[config.mk]
export PLATFORM = sky130hd
export DESIGN_NAME = adder_tree_seq_reducer_flat
export DESIGN_NICKNAME = d
export VERILOG_FILES = /design/src/rtl/adder_tree_seq_reducer_pkg.sv /design/src/rtl/adder_tree_seq_reducer_if.sv /design/src/rtl/adder_tree_seq_alu.sv /design/src/rtl/adder_tree_seq_reducer.sv /design/src/flat_wrapper.sv
export SDC_FILE = /design/constraint.sdc
export NUM_CORES = 1
export LEC_CHECK = 0
export BUFFER_PORTS_ARGS = -buffer_cell sky130_fd_sc_hd__buf_2
export CAP_MARGIN = 20
export CORE_MARGIN = 2
export CORE_UTILIZATION = 45
export CTS_CLUSTER_SIZE = 16
export DETAILED_ROUTE_END_ITERATION = 6
export PLACE_DENSITY = 0.67
export SYNTH_ARGS = -nofsm -noshare
export SYNTH_HDL_FRONTEND = slang
export SYNTH_SLANG_ARGS = --single-unit
[constraint.sdc]
create_clock -name clk -period 6.1 [get_ports clk]
set_clock_uncertainty 0.15 [all_clocks]
set_input_delay 0.61 -clock clk [delete_from_list [all_inputs] [get_ports clk]]
set_output_delay 0.61 -clock clk [all_outputs]
set_load 0.01 [all_outputs]
[src/rtl/adder_tree_seq_reducer_pkg.sv]
// adder_tree_pkg: shared FSM state type and sizing helpers for the sequential adder-tree reducer
package adder_tree_pkg;
  typedef enum logic [1:0] {ST_IDLE, ST_REDUCE, ST_DONE} state_t;
  function automatic int levels_of(input int n);
    return $clog2(n);
  endfunction
  function automatic int max1(input int n);
    return n < 1 ? 1 : n;
  endfunction
endpackage

[src/rtl/adder_tree_seq_reducer_if.sv]
// adder_tree_seq_reducer_if: operand-vector input and sum output handshakes
interface adder_tree_seq_reducer_if #(parameter int WIDTH = 48, parameter int N_IN = 8);
  import adder_tree_pkg::*;
  localparam int SW = WIDTH + levels_of(N_IN);
  logic in_valid;
  logic in_ready;
  logic [N_IN*WIDTH-1:0] in_data;
  logic out_valid;
  logic out_ready;
  logic [SW-1:0] out_sum;
  modport master(output in_valid, in_data, out_ready, input in_ready, out_valid, out_sum);
  modport slave(input in_valid, in_data, out_ready, output in_ready, out_valid, out_sum);
endinterface

[src/rtl/adder_tree_seq_alu.sv]
// adder_tree_seq_alu: the single shared adder, summing slots 2*pair and 2*pair+1
module adder_tree_seq_alu import adder_tree_pkg::*; #(
  parameter int WIDTH = 48,
  parameter int N_IN = 8,
  localparam int LEVELS = levels_of(N_IN),
  localparam int SW = WIDTH + LEVELS,
  localparam int PW = max1(LEVELS - 1)
) (
  input  logic [SW-1:0] slot [N_IN],
  input  logic [PW-1:0] pair,
  output logic [SW-1:0] sum
);
  logic [LEVELS-1:0] ia, ib;
  assign ia = LEVELS'({pair, 1'b0});
  assign ib = LEVELS'({pair, 1'b1});
  assign sum = slot[ia] + slot[ib];
endmodule

[src/rtl/adder_tree_seq_reducer.sv]
// adder_tree_seq_reducer: reduces N_IN operands pairwise in place through one shared adder
module adder_tree_seq_reducer import adder_tree_pkg::*; #(
  parameter int WIDTH = 48,
  parameter int N_IN = 8
) (
  input  logic clk,
  input  logic rst_n,
  input  logic flush,
  adder_tree_seq_reducer_if.slave bus,
  output logic busy
);
  localparam int LEVELS = levels_of(N_IN);
  localparam int SW = WIDTH + LEVELS;
  localparam int PW = max1(LEVELS - 1);
  localparam int LW = max1($clog2(LEVELS));
  if (N_IN < 2 || (N_IN & (N_IN - 1)) != 0) begin : g_bad_n_in
    $error("N_IN must be a power of two >= 2");
  end
  state_t state_q, state_d;
  logic [LW-1:0] level_q, level_d;
  logic [PW-1:0] pair_q, pair_d;
  logic [SW-1:0] slot_q [N_IN];
  logic [SW-1:0] slot_d [N_IN];
  logic [SW-1:0] out_sum_q, out_sum_d;
  logic [SW-1:0] sum;
  logic [LEVELS-1:0] wi;
  logic pair_last, level_last;
  adder_tree_seq_alu #(.WIDTH(WIDTH), .N_IN(N_IN)) u_alu (.slot(slot_q), .pair(pair_q), .sum(sum));
  always_comb begin
    pair_last = pair_q == PW'((N_IN >> (level_q + 1)) - 1);
    level_last = level_q == LW'(LEVELS - 1);
    wi = LEVELS'(pair_q);
    state_d = state_q;
    level_d = level_q;
    pair_d = pair_q;
    slot_d = slot_q;
    out_sum_d = out_sum_q;
    if (flush) begin
      state_d = ST_IDLE;
      level_d = '0;
      pair_d = '0;
    end else if (state_q == ST_IDLE && bus.in_valid) begin
      for (int k = 0; k < N_IN; k++) slot_d[k] = SW'(bus.in_data[k*WIDTH +: WIDTH]);
      level_d = '0;
      pair_d = '0;
      state_d = ST_REDUCE;
    end else if (state_q == ST_REDUCE) begin
      slot_d[wi] = sum;
      pair_d = pair_last ? '0 : pair_q + 1'b1;
      level_d = (pair_last && !level_last) ? level_q + 1'b1 : level_q;
      out_sum_d = (pair_last && level_last) ? sum : out_sum_q;
      state_d = (pair_last && level_last) ? ST_DONE : ST_REDUCE;
    end else if (state_q == ST_DONE && bus.out_ready) begin
      state_d = ST_IDLE;
    end
  end
  always_ff @(posedge clk or negedge rst_n) begin
    if (!rst_n) begin
      state_q <= ST_IDLE;
      level_q <= '0;
      pair_q <= '0;
      out_sum_q <= '0;
      for (int k = 0; k < N_IN; k++) slot_q[k] <= '0;
    end else begin
      state_q <= state_d;
      level_q <= level_d;
      pair_q <= pair_d;
      out_sum_q <= out_sum_d;
      slot_q <= slot_d;
    end
  end
  assign bus.in_ready = rst_n && state_q == ST_IDLE;
  assign bus.out_valid = state_q == ST_DONE;
  assign bus.out_sum = out_sum_q;
  assign busy = state_q != ST_IDLE;
endmodule

[src/flat_wrapper.sv]
// flat-port wrapper written by rule: the top's interface ports become plain ports
module adder_tree_seq_reducer_flat import adder_tree_pkg::*;
#(
  parameter int WIDTH = 48,
  parameter int N_IN = 8
)
  (clk, rst_n, flush, busy, bus_in_valid, bus_in_data, bus_out_ready, bus_in_ready, bus_out_valid, bus_out_sum);
  adder_tree_seq_reducer_if #(.WIDTH(WIDTH), .N_IN(N_IN)) bus_i ();
  input  logic clk;
  input  logic rst_n;
  input  logic flush;
  output logic busy;
  input wire logic [$bits(bus_i.in_valid)-1:0] bus_in_valid;
  input wire logic [$bits(bus_i.in_data)-1:0] bus_in_data;
  input wire logic [$bits(bus_i.out_ready)-1:0] bus_out_ready;
  output wire logic [$bits(bus_i.in_ready)-1:0] bus_in_ready;
  output wire logic [$bits(bus_i.out_valid)-1:0] bus_out_valid;
  output wire logic [$bits(bus_i.out_sum)-1:0] bus_out_sum;
  assign bus_i.in_valid = bus_in_valid;
  assign bus_i.in_data = bus_in_data;
  assign bus_i.out_ready = bus_out_ready;
  assign bus_in_ready = bus_i.in_ready;
  assign bus_out_valid = bus_i.out_valid;
  assign bus_out_sum = bus_i.out_sum;
  adder_tree_seq_reducer #(.WIDTH(WIDTH), .N_IN(N_IN)) u_core (.clk(clk), .rst_n(rst_n), .flush(flush), .bus(bus_i), .busy(busy));
endmodule
Word-level counts from Yosys, hierarchy flattened. Cells that the tools add are included.

Register bits after elaboration: 465. Bits in latches: 0. Bits in writable memories: 0. Bits in read-only memories: 0. Memories kept: 0.

Add/subtract/negate cells: 5. $mul: 0. Div/mod/pow operators: 0. $lt $le $gt $ge: 4. Equality and inequality tests: 4. Shifts and indexed selects: 1. Muxes and demuxes: 24. Bitwise logic cells: 5. Reduce and logical (&&, ||, !) cells: 16.

Operators by type and width (number): two-way mux 408 bit (2); bitwise mux 408 bit (1); binary-select mux 51 bit (select 3 bit) (2); two-way mux 51 bit (5); demux 51 bit (select 3 bit) (1); adder 51 bit (1); right shift 4 x 32 -> 2 bit, first input constant (1); two-way mux 2 bit (13); >= comparator 4 bit, second input constant (3); NOT 3 -> 4 bit (2); logical AND 1 bit (6); nonzero test 3 bit (2); adder 2 x 1 -> 2 bit, second input constant (2); equality test 2 bit, second input constant (2); less-than comparator 4 x 1 -> 1 bit, second input constant (1); NOT 2 -> 4 bit (1); AND reduction 2 bit (2); AND reduction 4 bit (1); nonzero test 2 bit (2); nonzero test 4 bit (1); adder 2 x 1 -> 3 bit, second input constant (1); equality test 2 x 1 -> 1 bit, second input constant (1); equality test 2 bit (1); zero test 2 bit (1); 3 further kinds (4).

Logic depth before layout (Yosys ltp). Gate-level depths: netlist of the first run.

Depth in word-level cells: 9. Gate-level depth with buffers: 15.

Cells and area by module. Synthesis of the first run repeated with hierarchy kept, for this count alone.

Cell total of the unflattened synthesis: 2190. Area, all modules: 26137.6 um^2.

Modules (own cells, without submodules): adder_tree_seq_reducer (instances 1, cells each 1627, area an instance 20764.9 um^2, sequential area each 11335.9 um^2); adder_tree_seq_alu (instances 1, cells each 563, area an instance 5372.7 um^2, sequential area each 0.0 um^2).

Worst setup path after synthesis of the first run. No wires, ideal clock.

Path kind: reg2reg. From: register u_core.pair_q[0]. To: register u_core.slot_q[399] (netlist bit). Arrival time: 4232 ps. Data required time: 5829 ps. Setup slack: 1597 ps. Stages on the path, launching flop included: 15. Buffers on the path: 4. Period minus slack after synthesis: 4503 ps. Path through: dfrtp_1 > clkbuf_1 > buf_1 > buf_1 > mux4_2 > ha_1 > clkbuf_1 > nand4_1 > a2111o_1 > o22ai_2 > nor4_2 > or4_1 > nand3_1 > o21ai_0 > a22o_1.

Longest elaborated chain between the ends: 8.

Ends and longest elaborated chain: start: declaration (line adder_tree_seq_reducer.sv:21) `logic [PW-1:0] pair_q, pair_d;`; start signal: assignment (line adder_tree_seq_reducer.sv:67) `pair_q <= pair_d;`; NOT 3 -> 4 bit (implied by the code) or NOT 2 -> 4 bit (tied branches) (line adder_tree_seq_alu.sv:16, adder_tree_seq_reducer.sv:48); binary-select mux 51 bit (select 3 bit) (tied with other cells) (line adder_tree_seq_alu.sv:16) `assign sum = slot[ia] + slot[ib];`; two-way mux 51 bit (implied by the code) or logical AND 1 bit (tied branches) (line adder_tree_seq_alu.sv:16, adder_tree_seq_reducer.sv:48); two-way mux 51 bit, on equally long branches (line adder_tree_seq_alu.sv:16, adder_tree_seq_reducer.sv:48); adder 51 bit or demux 51 bit (select 3 bit) (tied branches) (line adder_tree_seq_alu.sv:16, adder_tree_seq_reducer.sv:48); bitwise mux 408 bit (*) (line adder_tree_seq_reducer.sv:48) `slot_d[wi] = sum;`; two-way mux 408 bit (*) (line adder_tree_seq_reducer.sv:47) `end else if (state_q == ST_REDUCE) begin`; two-way mux 408 bit (*) (line adder_tree_seq_reducer.sv:42) `end else if (state_q == ST_IDLE && bus.in_valid) begin`; end signal: assignment (line adder_tree_seq_reducer.sv:69) `slot_q <= slot_d;`; end: declaration (line adder_tree_seq_reducer.sv:22) `logic [SW-1:0] slot_q [N_IN];`.

Every way passes the cells marked *; elsewhere a longest branch is shown, timed or not. The select of a mux whose other input is x is not followed. A chain may end at the register's enable or synchronous reset.

Worst setup path in the final report of the first run.
From: register u_core.pair_q[0]. To: register u_core.slot_q[401] (netlist bit).

Same word-level chain as after synthesis.

==> impl_metrics.json, run 1 <==
{
  "setup_viol_count_final": 0,
  "clock_path_buffers": 3,
  "die_extent_in_x_um": 233,
  "cts-root-buf": "clkbuf_16",
  "route.final.wire_length_um": 84400,
  "cpPeakStageDelay_ns": 0.90,
  "routed-via-count": 21500,
  "worst_ep_required_time_ns": 6.39,
  "routed_via_density": 6.02,
  "synth_seq_cells": 453,
  "seqPwrFrac": 0.311,
  "post_drt_wl_per_cell_um": 23.6,
  "gr-total-overflow": 0,
  "outcome": "complete, no violations",
  "tritoncts_num_sinks": 453,
  "asyncSetResetFlopFracSynth": 1.00,
  "fp.coreArea_um2": 52200,
  "whs_path_depth": 3,
  "static-leakage-power_nw": 13.6,
  "netlist_instances": 2505,
  "postCtsSetupBuffers": 0,
  "critPathCaptureType": "register",
  "worstHoldPathType": "input pin to register",
  "critical_path.endpoint": "u_core.slot_q[401]",
  "slowest_stage": "dfrtp_4",
  "drt-pass1-iter-count": 6,
  "switching_pwr_mw": 5.38,
  "share_clk_of_total_power": 0.245,
  "fin_crit_ns": 5.53,
  "antenna_cells": 0,
  "final.period_utilization": 0.907,
  "synth.most_common_cell": "nand2_1",
  "yosys_warnings": 0,
  "detail-route-antenna-nets": 0,
  "final_report_max_slew_violation_count": 0,
  "rsz0062_at_grt": "no",
  "dp_cells": 3493,
  "post-synth-top-area-cell": "dfrtp_1",
  "synth_edf_count": 0,
  "place.port_buffers": 442,
  "netSwitchingFraction": 0.414,
  "dieArea_um2": 54400,
  "max_ir_drop_vdd_uv": 277,
  "max_freq_mhz": 181,
  "ff2ff_setup_slack_ns": 0.57,
  "hold_ws_ns": 0.0418,
  "final_instance_count_without_filler_cells": 3581,
  "grt_pass1_wl_um": 126000,
  "design.portCount": 443,
  "cts_tree": "yes",
  "drc": 0,
  "cap_violations": 0,
  "comb_power_share": 0.444,
  "synthesis.nets": 2950,
  "path_max_fanout": 32,
  "cell_internal_pwr_mw": 7.63,
  "power_per_standard_cell_area_nw_per_um2": 461,
  "dominantRegCellSynth": "dfrtp_1",
  "cts_max_level": 2,
  "worst_setup_hold_path_clk_slew_ns": 0.06,
  "yosys-top-cells-area": "dfrtp_1, nand2_1, mux4_2",
  "synth_sequential_area_ratio": 0.479,
  "fin_tns_setup_ns": 0,
  "gp_congestion": 0.912,
  "worstSetupStartpoint": "u_core.pair_q[0]",
  "tritoncts.num_buffers": 50,
  "start_kind": "register",
  "regToRegStartpoint": "u_core.pair_q[0]",
  "critical_path.reg2reg.endpoint": "u_core.slot_q[401]",
  "critical_path.cell_chain": "buf_12 -> buf_4 -> mux4_2 -> ha_1 -> a21oi_1 -> o21bai_1 -> a211oi_1 -> nand2_1 -> a311oi_1 -> xor2_1 -> o21ai_0",
  "die-height_um": 233,
  "path_class": "register to register",
  "synth.lib_cells_used.distinct": 69,
  "netlist_area_um2": 23700,
  "max_slew.worst_pin.slew_ns": 1.08,
  "critPathArrivalTime_ns": 5.82,
  "worst_r2r_path_depth": 11,
  "floorplan.initialDensity": 0.453,
  "cts_repair_resize_count": 0,
  "initialDrtViolationCount": 2208,
  "dp_hpwl_um": 58000,
  "syn2layout_area_growth_pct": 19.3,
  "postCtsHoldBufs": 1,
  "grt_antenna_before_repair": 1,
  "final_nets": 3304,
  "final-hold-violation-count": 0,
  "syn_avg_cell_area_um2": 9.44,
  "post-synth-top-area-fraction": 0.479,
  "grt_start_max_net_pins": 217,
  "row_count": 84,
  "timing.max_slew.rel_slack": 0.283,
  "layout-drive-gt1-share": 0.248,
  "synth.top_cells.by_count": "nand2_1, dfrtp_1, nor2_1",
  "fill_cells": 4674,
  "vias_in_the_first_global_route": 21200,
  "groute.usage.overall": 0.306,
  "clock_latency_ns": 0.61
}
## cell usage in the layout (no fill, tap or decap), types with 16 or more instances in the layout
cell type / count
nand2_1: 705
dfrtp_1: 451
buf_2: 441
nor2_1: 264
a21oi_1: 131
o21ai_0: 99
mux4_2: 96
a221oi_1: 82
ha_1: 55
clkbuf_16: 53
o22ai_1: 44
mux2_2: 39
a21o_1: 30
nand3_1: 27
xnor2_1: 27
a22oi_1: 26
buf_4: 25
and3_1: 22
inv_1: 18
a31oi_1: 18
nand4_1: 16
## per-stage QoR
stage          setup slack, ns  power, mW  cell area [µm²]   util
3_5_place_dp             0.573       9.72            26500  0.507
6_report                 0.567       13.0            28200  0.540
4_1_cts                  0.547       12.9            28200  0.540
2_1_floorplan             1.60       7.91            23700      -
3_3_place_gp             0.507       9.61            26500  0.507
5_1_grt                  0.299       13.7            28200  0.540
## metal layers
layer	vias to the layer above	part of all wire	global-route usage
li1	9537	-	-
met1	10700	0.40	0.404
met2	1156	0.48	0.503
met3	196	0.087	0.0530
met4	2	0.038	0.119
met5	-	0.00012	0
## flip-flops by register name (all words and copies together), names as in the netlist
| register | cells |
|---|---|
| u_core.slot_q | 396 |
| u_core.bus.out_sum | 51 |
| u_core.level_q | 2 |
| u_core.pair_q | 2 |
| u_core.state_q | 2 |
## power by group through the flow
| stage | Combinational [mW] | Clock, mW | Sequential (mW) |
|---|---|---|---|
| global placement | 5.56 | 0 | 4.04 |
| global route | 6.29 | 3.35 | 4.10 |
| finish | 5.77 | 3.19 | 4.05 |
| detailed placement | 5.65 | 0 | 4.07 |
| CTS | 5.69 | 3.22 | 4.03 |
| floorplan | 4.02 | 0 | 3.90 |
## logic make-up after synthesis
logic type                 Yosys count  share of synthesized area
buffers and inverters              191                     0.0306
xor gates and xnor gates            41                     0.0152
DFF                                453                      0.479
adders and majority gates           56                     0.0299
muxes                              140                      0.112
and+or+nand+nor                   1103                      0.187
AOI/OAI and AO/OA                  521                      0.146
## final cells by class
cell class | count | area (µm²) | share of cell area
Tap cell | 688 | 861 | 0.0305
Inverter | 18 | 67.6 | 0.00239
Sequential cell | 453 | 11300 | 0.402
Multi-Input combinational cell | 1861 | 11700 | 0.414
Clock inverter | 13 | 204 | 0.00723
Clock buffer | 73 | 1510 | 0.0536
Timing Repair Buffer | 475 | 2550 | 0.0905
## critical path: cells and delay by family, from the launching register on
family          cells  cell delay, ns
compound gates      5            1.87
flops               1            0.90
buf+inv             2            0.74
mux                 1            0.56
fa+ha+maj           1            0.41
simple gates        1            0.38
xor+xnor            1            0.32
## how the worst min path moves through the flow
stage,from,to,slack [ns]
floorplan,rst_n,u_core.bus.out_sum[0],0.16
global placement,u_core.slot_q[159],u_core.slot_q[159],0.30
detailed placement,u_core.slot_q[160],u_core.slot_q[160],0.31
CTS,bus_in_data[226],u_core.slot_q[187],0.02
global route,bus_in_data[364],u_core.slot_q[28],0.04
finish,bus_in_data[273],u_core.slot_q[135],0.04
No activity file was read; power rests on OpenSTA's default activity.
==> run 2, diff against run 1 <==
--- a/config.mk
+++ b/config.mk
@@ -11,7 +11,8 @@
 export CORE_UTILIZATION = 45
 export CTS_CLUSTER_SIZE = 16
 export DETAILED_ROUTE_END_ITERATION = 6
-export PLACE_DENSITY = 0.67
+export PLACE_DENSITY = 0.66
 export SYNTH_ARGS = -nofsm -noshare
 export SYNTH_HDL_FRONTEND = slang
+export SYNTH_HIERARCHICAL = 1
 export SYNTH_SLANG_ARGS = --single-unit
==> constraint.sdc (replaced) <==
create_clock -name clk -period 6.1 [get_ports clk]
set_clock_uncertainty 0.15 [all_clocks]
set_input_delay 0.61 -clock clk [delete_from_list [all_inputs] [get_ports clk]]
set_output_delay 0.61 -clock clk [all_outputs]
set_load 0.02 [all_outputs]
==> run 2 against run 1 <==
Net effect:
- routed wire length fell by 9.3%
- sequential share of layout area fell by 3.4 points
- critical path depth rose by 2
==> impl_metrics.json, run 2 <==
{
  "outcome": "complete, no violations",
  "grt_busiest_layer": "met2",
  "final_report_max_slew_violation_count": 0,
  "critPathCaptureType": "register",
  "route.final.wire_length_um": 76600,
  "gp_congestion": 0.860,
  "finalPower_mw": 12.4,
  "worst_ep_required_time_ns": 6.47,
  "layout.cells.most_common": "dfrtp_1",
  "grt_antenna_before_repair": 4,
  "registers.top_by_ff_count": "u_core/slot_q",
  "max_slew.worst_pin.slew_ns": 1.10,
  "pre_cts_slack_ns": 0.969,
  "worst_slack_ns": 0.948,
  "fin_tns_setup_ns": 0,
  "post-synth-top-area-cell": "dfrtp_1",
  "cts-root-buf": "clkbuf_16",
  "layout_common_cells": "dfrtp_1, buf_2, mux2_2",
  "synth_seq_cells": 453,
  "final_nets": 3036,
  "timing.max_slew.rel_slack": 0.266,
  "rsz0062_at_grt": "no",
  "max_ir_drop_vdd_uv": 267,
  "path_max_fanout": 40,
  "power_per_standard_cell_area_nw_per_um2": 402,
  "critPathArrivalTime_ns": 5.52,
  "dominantRegCellSynth": "dfrtp_1",
  "design.portCount": 443,
  "gr-usage-met1": 0.341,
  "vias_in_the_first_global_route": 20000,
  "met2_usage": 0.417,
  "synth.top_cells.by_count": "dfrtp_1, mux2_2, nand2_1",
  "met3_usage": 0.0412,
  "detail-route-antenna-nets": 0,
  "syn2layout_area_growth_pct": 17.8,
  "grt_pass1_wl_um": 117000,
  "postPlaceCellArea_um2": 28900,
  "netlist_instances": 2190,
  "cpLargestDelayFamily": "multiplexers",
  "clock_path_buffers": 3,
  "routed-via-count": 18900,
  "fin_crit_ns": 5.15,
  "tritoncts_num_sinks": 453,
  "post-synth-top-area-fraction": 0.434,
  "synth.most_common_cell": "dfrtp_1",
  "post_drt_wl_per_cell_um": 22.6,
  "netlist_area_um2": 26100,
  "finish.instance_area_um2": 30800,
  "slowest_stage": "dfrtp_4",
  "fill_cells": 4946,
  "row_count": 88,
  "asyncSetResetFlopFracSynth": 1.00,
  "static-leakage-power_nw": 15.3,
  "floorplan.initialDensity": 0.454,
  "cpPeakStageDelay_ns": 0.86,
  "routed_via_density": 5.57,
  "gr-total-overflow": 0,
  "layout-drive-gt1-share": 0.363,
  "postCtsHoldBufs": 1,
  "syn_avg_cell_area_um2": 11.9,
  "drt-pass1-iter-count": 5,
  "drc": 0,
  "fp.coreArea_um2": 57600,
  "cap_violations": 0,
  "critical_path.cell_chain": "buf_12 -> mux4_2 -> ha_1 -> nand2_1 -> or4_1 -> o211a_1 -> o21ai_2 -> nor2_1 -> o31ai_2 -> xor2_1 -> nand2_1 -> mux2i_1 -> mux2_2",
  "final.period_utilization": 0.845,
  "dp_cells": 3301,
  "initialDrtViolationCount": 1165,
  "cts_tree": "yes",
  "dieArea_um2": 60000,
  "die_extent_in_x_um": 245,
  "start_kind": "register",
  "max_freq_mhz": 194,
  "flip_flop_count_of_the_largest_register_after_layout": 396,
  "final_instance_count_without_filler_cells": 3396,
  "postCtsSetupBuffers": 0,
  "tritoncts.num_buffers": 51,
  "grt_start_max_net_pins": 123,
  "path_class": "register to register",
  "cts_repair_resize_count": 0,
  "cts_max_level": 2,
  "worstHoldPathType": "input pin to register",
  "final-hold-violation-count": 0,
  "cp_common_cell": "nand2_1",
  "worst_setup_hold_path_clk_slew_ns": 0.06,
  "yosys-top-cells-area": "dfrtp_1, mux2_2, mux4_2",
  "synth_edf_count": 0,
  "critical_path_buf_inv_count": 1,
  "die-height_um": 245,
  "clock_latency_ns": 0.59,
  "synth.lib_cells_used.distinct": 75,
  "place.port_buffers": 442,
  "groute.usage.overall": 0.255,
  "dp_hpwl_um": 53000,
  "synth_sequential_area_ratio": 0.434,
  "setup_viol_count_final": 0,
  "yosys_warnings": 6
}
[run 2: worst paths after layout]
kind	start	slack, ns	to	cells after the start
max reg2reg	u_core/pair_q[0]	0.95	u_core/slot_q[351]	13
min in group asynchronous	rst_n	0.43	u_core/slot_q[170]	2
max	u_core/pair_q[0]	0.95	u_core/slot_q[351]	13
min	bus_in_data[298]	0.08	u_core/slot_q[61]	2
max in group asynchronous	rst_n	3.57	u_core/slot_q[135]	4
min reg2reg	u_core/slot_q[83]	0.33	u_core/slot_q[83]	1
[run 2: cells by family after synthesis]
kind of cell	synth area share
flip-flops	0.434
AO/OA/AOI/OAI	0.0487
other	0.000143
buffers and inverters	0.0612
AND/OR/NAND/NOR	0.0579
adder cells (fa/ha/maj)	0.0271
XOR/XNOR	0.0181
multiplexers	0.353
[run 2: metal layers]
layer	part of all wire	up-vias
met1	0.43	9643
met5	0.00016	-
met2	0.48	653
met3	0.059	156
met4	0.036	2
li1	-	8464
[run 2: stage by stage]
step	utilization	hold slack (ns)
2_1_floorplan	-	0.164
3_3_place_gp	0.502	0.313
3_5_place_dp	0.502	0.321
4_1_cts	0.534	0.0422
5_1_grt	0.535	0.0555
6_report	0.535	0.0765
[run 2: area by class of cell]
class                      count  area [µm²]  area share
clock inverter                16         263     0.00853
tap                          765         957      0.0311
clock buffer                  74        1570      0.0508
inverter                     213         800      0.0260
multi-input combinational   1403       13300       0.432
sequential                   453       11300       0.368
antenna                        3        7.51    0.000244
timing repair buffer         469        2560      0.0831
[run 2: power by group]
group	internal, mW	leakage [nW]	switching (mW)	total, mW
Sequential	3.67	5.67	0.391	4.06
Combinational	2.11	8.78	2.89	4.99
Clock	2.06	0.897	1.27	3.33
Total	7.84	15.3	4.55	12.4
==> run 3, diff against run 2 <==
--- a/config.mk
+++ b/config.mk
@@ -11,7 +11,7 @@
 export CORE_UTILIZATION = 45
 export CTS_CLUSTER_SIZE = 16
 export DETAILED_ROUTE_END_ITERATION = 6
-export PLACE_DENSITY = 0.66
+export PLACE_DENSITY = 0.69
 export SYNTH_ARGS = -nofsm -noshare
 export SYNTH_HDL_FRONTEND = slang
 export SYNTH_HIERARCHICAL = 1
==> constraint.sdc (replaced) <==
create_clock -name clk -period 4.35 [get_ports clk]
set_clock_uncertainty 0.15 [all_clocks]
set_input_delay 0.435 -clock clk [delete_from_list [all_inputs] [get_ports clk]]
set_output_delay 0.435 -clock clk [all_outputs]
set_load 0.02 [all_outputs]
==> run 3 against run 2 <==
Net effect:
- global-route usage up 1.7 points
- routed wire length up 9.0%
- flip-flop and latch count unchanged
- maximum frequency up 21%
- combinational power up 84%
- sequential share of layout area down 4.2 points
==> impl_metrics.json, run 3 (synthesis results as in run 2) <==
{
  "outcome": "complete, no violations",
  "worstHoldPathType": "input pin to register",
  "initialDrtViolationCount": 1386,
  "hold_ws_ns": 0.0802,
  "critPathCaptureType": "register",
  "critical_path.cell_chain": "buf_12 -> buf_4 -> mux4_2 -> ha_4 -> o211a_4 -> a211oi_4 -> o31a_4 -> o211ai_1 -> buf_4 -> a31oi_4 -> o21ai_4 -> buf_6 -> a211oi_4 -> xnor2_2 -> nand2_1 -> mux2i_1 -> mux2_4",
  "gp_congestion": 0.903,
  "fin_tns_setup_ns": 0,
  "grt_pass1_wl_um": 126000,
  "top_layer_used": "met5",
  "static-leakage-power_nw": 17.2,
  "cap_violations": 0,
  "dieArea_um2": 60000,
  "worst_slack_ns": 0.0952,
  "layout-drive-gt1-share": 0.394,
  "place.port_buffers": 442,
  "critPathArrivalTime_ns": 4.58,
  "drt-pass1-iter-count": 5,
  "worst_ep_required_time_ns": 4.68,
  "path_class": "register to register",
  "max_freq_mhz": 235,
  "slowest_stage": "dfrtp_4",
  "power_per_standard_cell_area_nw_per_um2": 562,
  "finish.instance_area_um2": 34700,
  "cts_tree": "yes",
  "finalPower_mw": 19.5,
  "clock_latency_ns": 0.60,
  "groute.usage.overall": 0.272,
  "layout.cells.most_common": "dfrtp_1",
  "worst_setup_hold_path_clk_slew_ns": 0.06,
  "route.final.wire_length_um": 83500,
  "drc": 0,
  "vias_in_the_first_global_route": 22200,
  "registers.top_by_ff_count": "u_core/slot_q",
  "cpPeakStageDelay_ns": 0.51,
  "timing.max_slew.rel_slack": 0.399,
  "max_ir_drop_vdd_uv": 316,
  "grt_antenna_before_repair": 4,
  "cts-root-buf": "clkbuf_16",
  "start_kind": "register",
  "cts_max_level": 2,
  "setup_viol_count_final": 0,
  "postPlaceCellArea_um2": 30100,
  "routed-via-count": 20700,
  "die_extent_in_x_um": 245,
  "final-hold-violation-count": 0,
  "met2_length_um": 41100,
  "layout_common_cells": "dfrtp_1, buf_2, mux2_2",
  "tritoncts_num_sinks": 453,
  "wirelength_met1_um": 34200,
  "final.period_utilization": 0.978,
  "grt_start_max_net_pins": 145,
  "design.portCount": 443,
  "final_report_max_slew_violation_count": 0,
  "detail-route-antenna-nets": 0,
  "final_nets": 3400,
  "post_drt_wl_per_cell_um": 22.2,
  "die-height_um": 245,
  "fin_crit_ns": 4.25,
  "syn2layout_area_growth_pct": 32.9,
  "path_max_fanout": 5,
  "tritoncts.num_buffers": 50,
  "clock_path_buffers": 3,
  "max_slew.worst_pin.slew_ns": 0.902,
  "pre_cts_slack_ns": -0.178,
  "floorplan.initialDensity": 0.454,
  "dp_hpwl_um": 55100,
  "routed_via_density": 5.49,
  "met3_wire_length_um": 5000,
  "gr-total-overflow": 0,
  "ff2ff_setup_slack_ns": 0.1,
  "row_count": 88,
  "fp.coreArea_um2": 57600,
  "flip_flop_count_of_the_largest_register_after_layout": 396
}
-- run 3: cell count changes in the layout (fill, tap and decap cells not counted), moves of 6 or more --
| cell | before | now |
|---|---|---|
| a21oi_1 | 66 | 56 |
| a21oi_2 | 2 | 12 |
| buf_12 | 9 | 19 |
| buf_4 | 16 | 165 |
| dlygate4sd3_1 | 1 | 196 |
| ha_1 | 51 | 30 |
| ha_2 | 4 | 11 |
| ha_4 | 0 | 14 |
| o21ai_0 | 30 | 24 |
| xnor2_1 | 34 | 25 |
| xnor2_2 | 0 | 9 |
-- run 3: repair_timing --
action | 4_1_cts | 5_1_grt
setup buffers | 5 | 15
cloned | 0 | 5
hold buffers | 196 | 0
gates resized for setup | 23 | 66
endpoints found under the setup margin | 64 | 103
endpoints found under the hold margin | 238 | 0
pin swaps | 4 | 17
-- run 3: cell type report --
cell class,count,area [µm²]
fillers,4480,22800
inverters,213,800
clock inverters,14,228
flip-flops and latches,453,11300
clock buffers,79,1590
repair buffers,834,6030
diodes,3,7.51
well taps,765,957
multi-input cells,1403,13800
-- run 3: where the power goes --
group          internal [mW]  switching (mW)  total (mW)  leakage [nW]
Combinational           4.50            4.69        9.18          10.6
Sequential              5.15           0.552        5.70          5.67
Clock                   2.86            1.79        4.65         0.903
Total                   12.5            7.03        19.5          17.2
-- run 3: worst max-delay path, delay by kind of cell, from the launching register on --
kind | cells | cell delay [ns]
AO/OA/AOI/OAI | 7 | 1.46
XOR/XNOR | 1 | 0.16
adder cells (fa/ha/maj) | 1 | 0.28
buffers and inverters | 4 | 0.61
flip-flops | 1 | 0.51
multiplexers | 3 | 0.85
AND/OR/NAND/NOR | 1 | 0.10
-- run 3: routing by layer --
metal	up-vias	GRT usage
met2	815	0.461
met3	178	0.0409
met1	10500	0.347
li1	9179	-
met4	2	0.117
met5	-	0
-- run 3: per-stage QoR --
stage | cells | utilization
6_report | 3764 | 0.603
5_1_grt | 3764 | 0.603
4_1_cts | 3741 | 0.592
3_5_place_dp | 3447 | 0.523
3_3_place_gp | 3447 | 0.523
2_1_floorplan | 2201 | -
-- run 3: path summary, 6_finish.rpt --
check,from,end,cells after the start
min in group asynchronous,rst_n,u_core/slot_q[71],2
max in group asynchronous,rst_n,u_core/pair_q[1],3
worst min register to register,u_core/slot_q[82],u_core/slot_q[82],1
worst max register to register,u_core/pair_q[0],u_core/slot_q[404],17
worst max-delay path,u_core/pair_q[0],u_core/slot_q[404],17
worst min-delay path,bus_in_valid,u_core/pair_q[0],4
